## src/rtl/riscv_cmd_pkg.sv

```systemverilog
// Shared opcode, format and decoded-field definitions for the RV32I command decoder.
package riscv_cmd_pkg;

    localparam logic [6:0] OP_OP     = 7'b0110011;
    localparam logic [6:0] OP_IMM    = 7'b0010011;
    localparam logic [6:0] OP_LOAD   = 7'b0000011;
    localparam logic [6:0] OP_STORE  = 7'b0100011;
    localparam logic [6:0] OP_BRANCH = 7'b1100011;
    localparam logic [6:0] OP_LUI    = 7'b0110111;
    localparam logic [6:0] OP_AUIPC  = 7'b0010111;
    localparam logic [6:0] OP_JAL    = 7'b1101111;
    localparam logic [6:0] OP_JALR   = 7'b1100111;
    localparam logic [6:0] OP_SYSTEM = 7'b1110011;
    localparam logic [6:0] OP_FENCE  = 7'b0001111;

    localparam logic [31:0] EBREAK_WORD = 32'h00100073;

    typedef enum logic [2:0] {
        FMT_NONE = 3'd0,
        FMT_R    = 3'd1,
        FMT_I    = 3'd2,
        FMT_S    = 3'd3,
        FMT_B    = 3'd4,
        FMT_U    = 3'd5,
        FMT_J    = 3'd6
    } fmt_e;

    typedef enum logic [1:0] {
        RUN    = 2'd0,
        DRAIN  = 2'd1,
        HALTED = 2'd2
    } state_e;

    typedef struct packed {
        logic [6:0]  opcode;
        logic [4:0]  rd;
        logic [4:0]  rs1;
        logic [4:0]  rs2;
        logic [2:0]  funct3;
        logic [6:0]  funct7;
        logic [31:0] imm;
        fmt_e        fmt;
        logic        illegal;
        logic        ebreak;
    } dec_t;

endpackage

```

## src/rtl/riscv_command_decoder_fifo.sv

```systemverilog
// Parameterised synchronous FIFO holding raw command words ahead of the decoder.
module cmd_fifo #(
    parameter int DEPTH = 2,
    parameter int WIDTH = 32
) (
    input  logic             clk,
    input  logic             reset,
    input  logic             push,
    input  logic [WIDTH-1:0] push_data,
    input  logic             pop,
    output logic [WIDTH-1:0] pop_data,
    output logic             full,
    output logic             empty
);

    localparam int AW = (DEPTH > 1) ? $clog2(DEPTH) : 1;
    localparam logic [AW:0] FULL_COUNT = DEPTH[AW:0];

    logic [WIDTH-1:0] mem_q [DEPTH];
    logic [AW-1:0]    wr_ptr_q, wr_ptr_d;
    logic [AW-1:0]    rd_ptr_q, rd_ptr_d;
    logic [AW:0]      count_q, count_d;
    logic             push_en, pop_en;

    assign full     = (count_q == FULL_COUNT);
    assign empty    = (count_q == '0);
    assign push_en  = push && !full;
    assign pop_en   = pop && !empty;
    assign pop_data = mem_q[rd_ptr_q];

    // NOTE: every variable gets a default first so no path leaves it unassigned and infers a latch.
    always_comb begin
        wr_ptr_d = wr_ptr_q;
        rd_ptr_d = rd_ptr_q;
        count_d  = count_q;
        if (push_en) wr_ptr_d = wr_ptr_q + 1'b1;
        if (pop_en)  rd_ptr_d = rd_ptr_q + 1'b1;
        case ({push_en, pop_en})
            2'b10:   count_d = count_q + 1'b1;
            2'b01:   count_d = count_q - 1'b1;
            default: count_d = count_q;
        endcase
    end

    // NOTE: storage is deliberately not reset; the pointers and count alone define what is valid.
    always_ff @(posedge clk) begin
        if (push_en) mem_q[wr_ptr_q] <= push_data;
    end

    // NOTE: non-blocking assignments so every flop samples the pre-edge values.
    always_ff @(posedge clk) begin
        if (reset) begin
            wr_ptr_q <= '0;
            rd_ptr_q <= '0;
            count_q  <= '0;
        end else begin
            wr_ptr_q <= wr_ptr_d;
            rd_ptr_q <= rd_ptr_d;
            count_q  <= count_d;
        end
    end

endmodule

```

## src/rtl/riscv_command_decoder.sv

```systemverilog
// RV32I command decoder: buffers raw words, decodes the FIFO head into a registered output, halts after EBREAK.
// Optional stat_cmds/stat_illegal counters are built when CMD_DECODER_STATS_EN is defined.
module riscv_command_decoder
    import riscv_cmd_pkg::*;
#(
    parameter int DEPTH = 2,
    parameter int XLEN  = 32
) (
    input  logic            clk,
    input  logic            reset,
    input  logic            cmd_valid,
    output logic            cmd_ready,
    input  logic [XLEN-1:0] cmd_data,
    output logic            dec_valid,
    input  logic            dec_ready,
    output logic [6:0]      dec_opcode,
    output logic [4:0]      dec_rd,
    output logic [4:0]      dec_rs1,
    output logic [4:0]      dec_rs2,
    output logic [2:0]      dec_funct3,
    output logic [6:0]      dec_funct7,
    output logic [XLEN-1:0] dec_imm,
    output logic [2:0]      dec_fmt,
    output logic            dec_illegal,
`ifdef CMD_DECODER_STATS_EN
    output logic [31:0]     stat_cmds,
    output logic [15:0]     stat_illegal,
`endif
    output logic            halted
);

    state_e          state_q, state_d;
    dec_t            dec_q, dec_d, head_dec;
    logic            dec_valid_q, dec_valid_d;
    logic [XLEN-1:0] head_word;
    logic            fifo_full, fifo_empty, fifo_push, fifo_pop;
    logic            consume, load;

    assign cmd_ready = (state_q == RUN) && !fifo_full;
    assign fifo_push = cmd_valid && cmd_ready && !reset;
    assign consume   = dec_valid_q && dec_ready;
    assign load      = (!dec_valid_q || dec_ready) && !fifo_empty && (state_q != HALTED);
    assign fifo_pop  = load;

    cmd_fifo #(
        .DEPTH (DEPTH),
        .WIDTH (XLEN)
    ) u_fifo (
        .clk       (clk),
        .reset     (reset),
        .push      (fifo_push),
        .push_data (cmd_data),
        .pop       (fifo_pop),
        .pop_data  (head_word),
        .full      (fifo_full),
        .empty     (fifo_empty)
    );

    always_comb begin
        head_dec        = '0;
        head_dec.opcode = head_word[6:0];
        head_dec.rd     = head_word[11:7];
        head_dec.funct3 = head_word[14:12];
        head_dec.rs1    = head_word[19:15];
        head_dec.rs2    = head_word[24:20];
        head_dec.funct7 = head_word[31:25];
        head_dec.fmt    = FMT_NONE;
        head_dec.ebreak = (head_word == EBREAK_WORD);
        case (head_word[6:0])
            OP_OP: head_dec.fmt = FMT_R;
            OP_IMM, OP_LOAD, OP_JALR, OP_SYSTEM, OP_FENCE: begin
                head_dec.fmt = FMT_I;
                head_dec.imm = {{20{head_word[31]}}, head_word[31:20]};
            end
            OP_STORE: begin
                head_dec.fmt = FMT_S;
                head_dec.imm = {{20{head_word[31]}}, head_word[31:25], head_word[11:7]};
            end
            OP_BRANCH: begin
                head_dec.fmt = FMT_B;
                head_dec.imm = {{20{head_word[31]}}, head_word[7], head_word[30:25],
                                head_word[11:8], 1'b0};
            end
            OP_LUI, OP_AUIPC: begin
                head_dec.fmt = FMT_U;
                head_dec.imm = {head_word[31:12], 12'b0};
            end
            OP_JAL: begin
                head_dec.fmt = FMT_J;
                head_dec.imm = {{12{head_word[31]}}, head_word[19:12], head_word[20],
                                head_word[30:21], 1'b0};
            end
            default: head_dec.illegal = 1'b1;
        endcase
    end

    always_comb begin
        dec_d       = dec_q;
        dec_valid_d = dec_valid_q;
        state_d     = state_q;
        if (load) begin
            dec_d       = head_dec;
            dec_valid_d = 1'b1;
        end else if (consume) begin
            dec_valid_d = 1'b0;
        end
        case (state_q)
            RUN:     if (fifo_push && (cmd_data == EBREAK_WORD)) state_d = DRAIN;
            DRAIN:   if (consume && dec_q.ebreak) state_d = HALTED;
            HALTED:  state_d = HALTED;
            default: state_d = RUN;
        endcase
        // The EBREAK consume also empties the output stage; nothing follows it.
        if (state_d == HALTED) dec_valid_d = 1'b0;
    end

    always_ff @(posedge clk) begin
        if (reset) begin
            state_q     <= RUN;
            dec_q       <= '0;
            dec_valid_q <= 1'b0;
        end else begin
            state_q     <= state_d;
            dec_q       <= dec_d;
            dec_valid_q <= dec_valid_d;
        end
    end

    assign dec_valid   = dec_valid_q;
    assign dec_opcode  = dec_q.opcode;
    assign dec_rd      = dec_q.rd;
    assign dec_rs1     = dec_q.rs1;
    assign dec_rs2     = dec_q.rs2;
    assign dec_funct3  = dec_q.funct3;
    assign dec_funct7  = dec_q.funct7;
    assign dec_imm     = dec_q.imm;
    assign dec_fmt     = dec_q.fmt;
    assign dec_illegal = dec_q.illegal;
    assign halted      = (state_q == HALTED);

`ifdef CMD_DECODER_STATS_EN
    logic [31:0] stat_cmds_q, stat_cmds_d;
    logic [15:0] stat_illegal_q, stat_illegal_d;

    always_comb begin
        stat_cmds_d    = stat_cmds_q;
        stat_illegal_d = stat_illegal_q;
        if (consume) begin
            stat_cmds_d = stat_cmds_q + 32'd1;
            if (dec_q.illegal) stat_illegal_d = stat_illegal_q + 16'd1;
        end
    end

    always_ff @(posedge clk) begin
        if (reset) begin
            stat_cmds_q    <= '0;
            stat_illegal_q <= '0;
        end else begin
            stat_cmds_q    <= stat_cmds_d;
            stat_illegal_q <= stat_illegal_d;
        end
    end

    assign stat_cmds    = stat_cmds_q;
    assign stat_illegal = stat_illegal_q;
`endif

endmodule
```

## config.mk

```make
export PLATFORM = sky130hd
export DESIGN_NAME = riscv_command_decoder
export DESIGN_NICKNAME = d
export VERILOG_FILES = /design/src/rtl/riscv_cmd_pkg.sv /design/src/rtl/riscv_command_decoder_fifo.sv /design/src/rtl/riscv_command_decoder.sv
export SDC_FILE = /design/constraint.sdc
export NUM_CORES = 1
export LEC_CHECK = 0
export BUFFER_PORTS_ARGS = -buffer_cell sky130_fd_sc_hd__buf_2
export CAP_MARGIN = 30
export CORE_MARGIN = 1.5
export CORE_UTILIZATION = 56
export CTS_CLUSTER_DIAMETER = 120
export CTS_CLUSTER_SIZE = 14
export DETAILED_ROUTE_END_ITERATION = 8
export PLACE_DENSITY = 0.8
export SLEW_MARGIN = 15
export SYNTH_ARGS = -nofsm -noshare
export SYNTH_HDL_FRONTEND = slang
export SYNTH_SLANG_ARGS = --single-unit
```

## constraint.sdc

```tcl
create_clock -name clk -period 3.31 [get_ports clk]
set_input_delay 0.662 -clock clk [delete_from_list [all_inputs] [get_ports clk]]
set_output_delay 0.662 -clock clk [all_outputs]
set_load 0.02 [all_outputs]
```

==> insert_results.sql <==
INSERT INTO impl_metrics (metric_group, metric, value, unit) VALUES
('synthesis', 'synth_top_area_share', '31.6', '%'),
('global_routing', 'grt_most_used_layer', 'met2', ''),
('power_and_ir_drop', 'power.internal', '3.85', 'mW'),
('final_layout', 'num-nets-final', '626', ''),
('placement', 'hpwl_reported_at_the_end_of_detailed_placement', '9550', 'µm'),
('cts', 'cts_max_level', '4', ''),
('run_status', 'status', 'complete, no violations', ''),
('global_routing', 'largest_net_degree_at_the_start_of_global_routing', '46', ''),
('critical_path', 'cp-start-kind', 'flop', ''),
('critical_path', 'worstSetupEndpointType', 'flop', ''),
('power_and_ir_drop', 'combinationalPowerShare', '26.1', '%'),
('global_routing', 'globalRouteMet1Util', '33.8', '%'),
('critical_path', 'criticalPathCategory', 'reg2reg', ''),
('cts', 'cts_setup_buffers', '0', ''),
('synthesis', 'seq_area_frac_synth', '57.0', '%'),
('critical_path', 'r2r_setup_slack', '710', 'ps'),
('sta', 'fin_tns_setup', '0', 'ps'),
('global_routing', 'number_of_antenna_violations_at_the_first_check_in_global_routing', '0', ''),
('global_routing', 'globalRoute.totalOverflow', '0', ''),
('cts', 'post_cts_hold_buffer_count', '0', ''),
('die', 'die_x', '107', 'µm'),
('die', 'pin_count', '107', ''),
('sta', 'clock_skew', '10.4', 'ps'),
('critical_path', 'slowest_delay', '620', 'ps'),
('synthesis', 'synth_area_leader', 'sky130_fd_sc_hd__edfxtp_1', ''),
('sta', 'maxSlewHeadroom', '51.9', '%'),
('final_layout', 'multi_input_comb_area', '1950', 'µm²'),
('sta', 'finalWorstPathRequiredPeriod', '2600', 'ps'),
('die', 'die_area', '11500', 'µm²'),
('cts', 'root_buffer', 'sky130_fd_sc_hd__clkbuf_8', ''),
('detailed_routing', 'drtPass1Iterations', '5', ''),
('placement', 'placed_cells_incl_taps', '706', ''),
('die', 'initial_util', '58.3', '%'),
('power_and_ir_drop', 'design_power_total', '5.76', 'mW'),
('synthesis', 'synth_warnings', '0', ''),
('global_routing', 'grt_util_met3', '5.65', '%'),
('cts', 'cts_tree', 'built', ''),
('global_routing', 'grt_usage', '24.5', '%'),
('synthesis', 'yosys.cell_types.count', '55', ''),
('synthesis', 'synth.avg_cell_area', '11.1', 'µm²'),
('cts', 'cts_buffers', '17', ''),
('sta', 'timing.final.crit_share', '78.7', '%'),
('critical_path', 'critPathMaxFanout', '30', ''),
('power_and_ir_drop', 'share_seq_of_total_power', '39.9', '%'),
('sta', 'maxSlewViolCount', '0', ''),
('power_and_ir_drop', 'net-switching-power', '1.91', 'mW'),
('final_layout', 'drive_above_1_share', '27.6', '%'),
('detailed_routing', 'detail-route-antenna-nets', '0', ''),
('die', 'placement_rows', '37', ''),
('critical_path', 'critical_path_rt', '3680', 'ps'),
('placement', 'globalplace.congestion', '0.899', ''),
('cts', 'cts.reportedPaths.clkPinSlew', '70', 'ps'),
('final_layout', 'antenna_cells_inserted', '0', ''),
('synthesis', 'number_of_synthesized_flops_with_an_enable_pin', '64', ''),
('sta', 'setup_violations', '0', ''),
('job', 'maxCapViolCount', '0', ''),
('die', 'floorplan.core_area', '10400', 'µm²'),
('synthesis', 'mappedNetlistNets', '583', ''),
('detailed_routing', 'routed_wl', '13600', 'µm'),
('global_routing', 'met2_usage', '37.8', '%'),
('final_layout', 'filler_cell_count', '767', ''),
('detailed_routing', 'post-route-drc-count', '0', ''),
('power_and_ir_drop', 'pwr-share-clk', '34.0', '%'),
('sta', 'setup_repair_after_global_routing_missed_its_margin', 'no', ''),
('critical_path', 'cp_data_arrival_time', '2980', 'ps'),
('power_and_ir_drop', 'power.ir.vdd_worst', '0.433', 'mV'),
('synthesis', 'synthesis.instances', '546', ''),
('final_layout', 'register_area', '3460', 'µm²'),
('detailed_routing', 'routedWlPerCell', '18.4', 'µm'),
('final_layout', 'final-instance-count-excl-fill', '738', ''),
('cts', 'clk_latency', '530', 'ps');
[placed cells by master (no fill, tap or decap), drive strengths merged, types with 2 or more instances in the layout]
master	instances
nand2	30
o21ai	23
a221o	11
nor4b	5
o31ai	2
nand3	8
clkinvlp	2
a22o	8
nor2	58
mux2i	28
nor3	9
or3	2
buf	116
nor4	13
and2	2
a211oi	24
edfxtp	64
nand2b	2
and3b	3
clkinv	5
clkbuf	19
a22oi	9
xnor2	3
mux2	9
o211ai	3
nand3b	2
nand4	4
a21oi	22
inv	15
dfxtp	77
o21a	3
bufinv	4
[cell families (layout without fill, tap and decap cells)]
group / after synthesis / count (layout) / synth area share (%)
simple gates: 145 / 145 / 11.6
flops: 141 / 141 / 57.0
compound gates: 113 / 113 / 13.1
buf+inv: 105 / 161 / 11.0
mux: 37 / 37 / 6.53
xor+xnor: 4 / 4 / 0.577
fa+ha+maj: 1 / 1 / 0.206
[sequential cells by signal, summed over array words and instances, names as in the netlist, named ones only]
register / cells
u_fifo.mem_q: 64
dec_imm: 32
dec_funct7: 7
dec_opcode: 7
dec_rd: 5
dec_rs1: 5
dec_rs2: 5
dec_fmt: 3
dec_funct3: 3
state_q: 2
u_fifo.count_q: 2
dec_illegal: 1
dec_q: 1
dec_valid: 1
u_fifo.rd_ptr_q: 1
u_fifo.wr_ptr_q: 1
[final timing paths]
path	from	to	depth (start not counted)
hold reg to reg	dec_rs2[0]$_SDFFE_PP0P_	dec_rs2[0]$_SDFFE_PP0P_	2
setup / recovery	flop	dec_imm[14]$_SDFFE_PP0P_	5
setup reg to reg	flop	dec_imm[14]$_SDFFE_PP0P_	5
hold / removal	cmd_data[16]	u_fifo.mem_q[0][16]$_DFFE_PP_	1
[critical path: cells and delay by family, from the launching register on]
kind	cells	cell delay (ps)
flops	1	620
buf+inv	1	500
compound gates	4	1320
[layout make-up]
class	count	share of cell area [%]
timing repair buffer	116	8.84
sequential	141	50.6
clock inverter	13	2.78
tap	136	2.48
inverter	13	0.713
multi-input combinational	300	28.4
clock buffer	19	6.16
[power by group through the flow]
stage | combinational (mW) | clock, mW | sequential [mW]
after floorplan | 1.32 | 0 | 2.28
after global placement | 1.45 | 0 | 2.32
after detailed placement | 1.48 | 0 | 2.33
after CTS | 1.49 | 1.97 | 2.30
after global routing | 1.63 | 2.06 | 2.33
final | 1.50 | 1.96 | 2.30
[layer usage]
metal,up-vias,wire (µm)
met3,29,941
met5,-,0
li1,2021,-
met2,195,6280
met1,2089,6080
met4,0,290
[metrics by stage]
| step | hold WS [ps] | util [%] | cell area (µm²) | worst slack, ps |
|---|---|---|---|---|
| floorplan | 426 | - | 6080 | 376 |
| global placement | 443 | 59.9 | 6240 | 796 |
| detailed placement | 448 | 59.9 | 6240 | 732 |
| CTS | 325 | 65.7 | 6850 | 742 |
| global route | 324 | 65.7 | 6850 | 523 |
| finish | 333 | 65.7 | 6850 | 706 |
(Power assumes the default switching activity.)
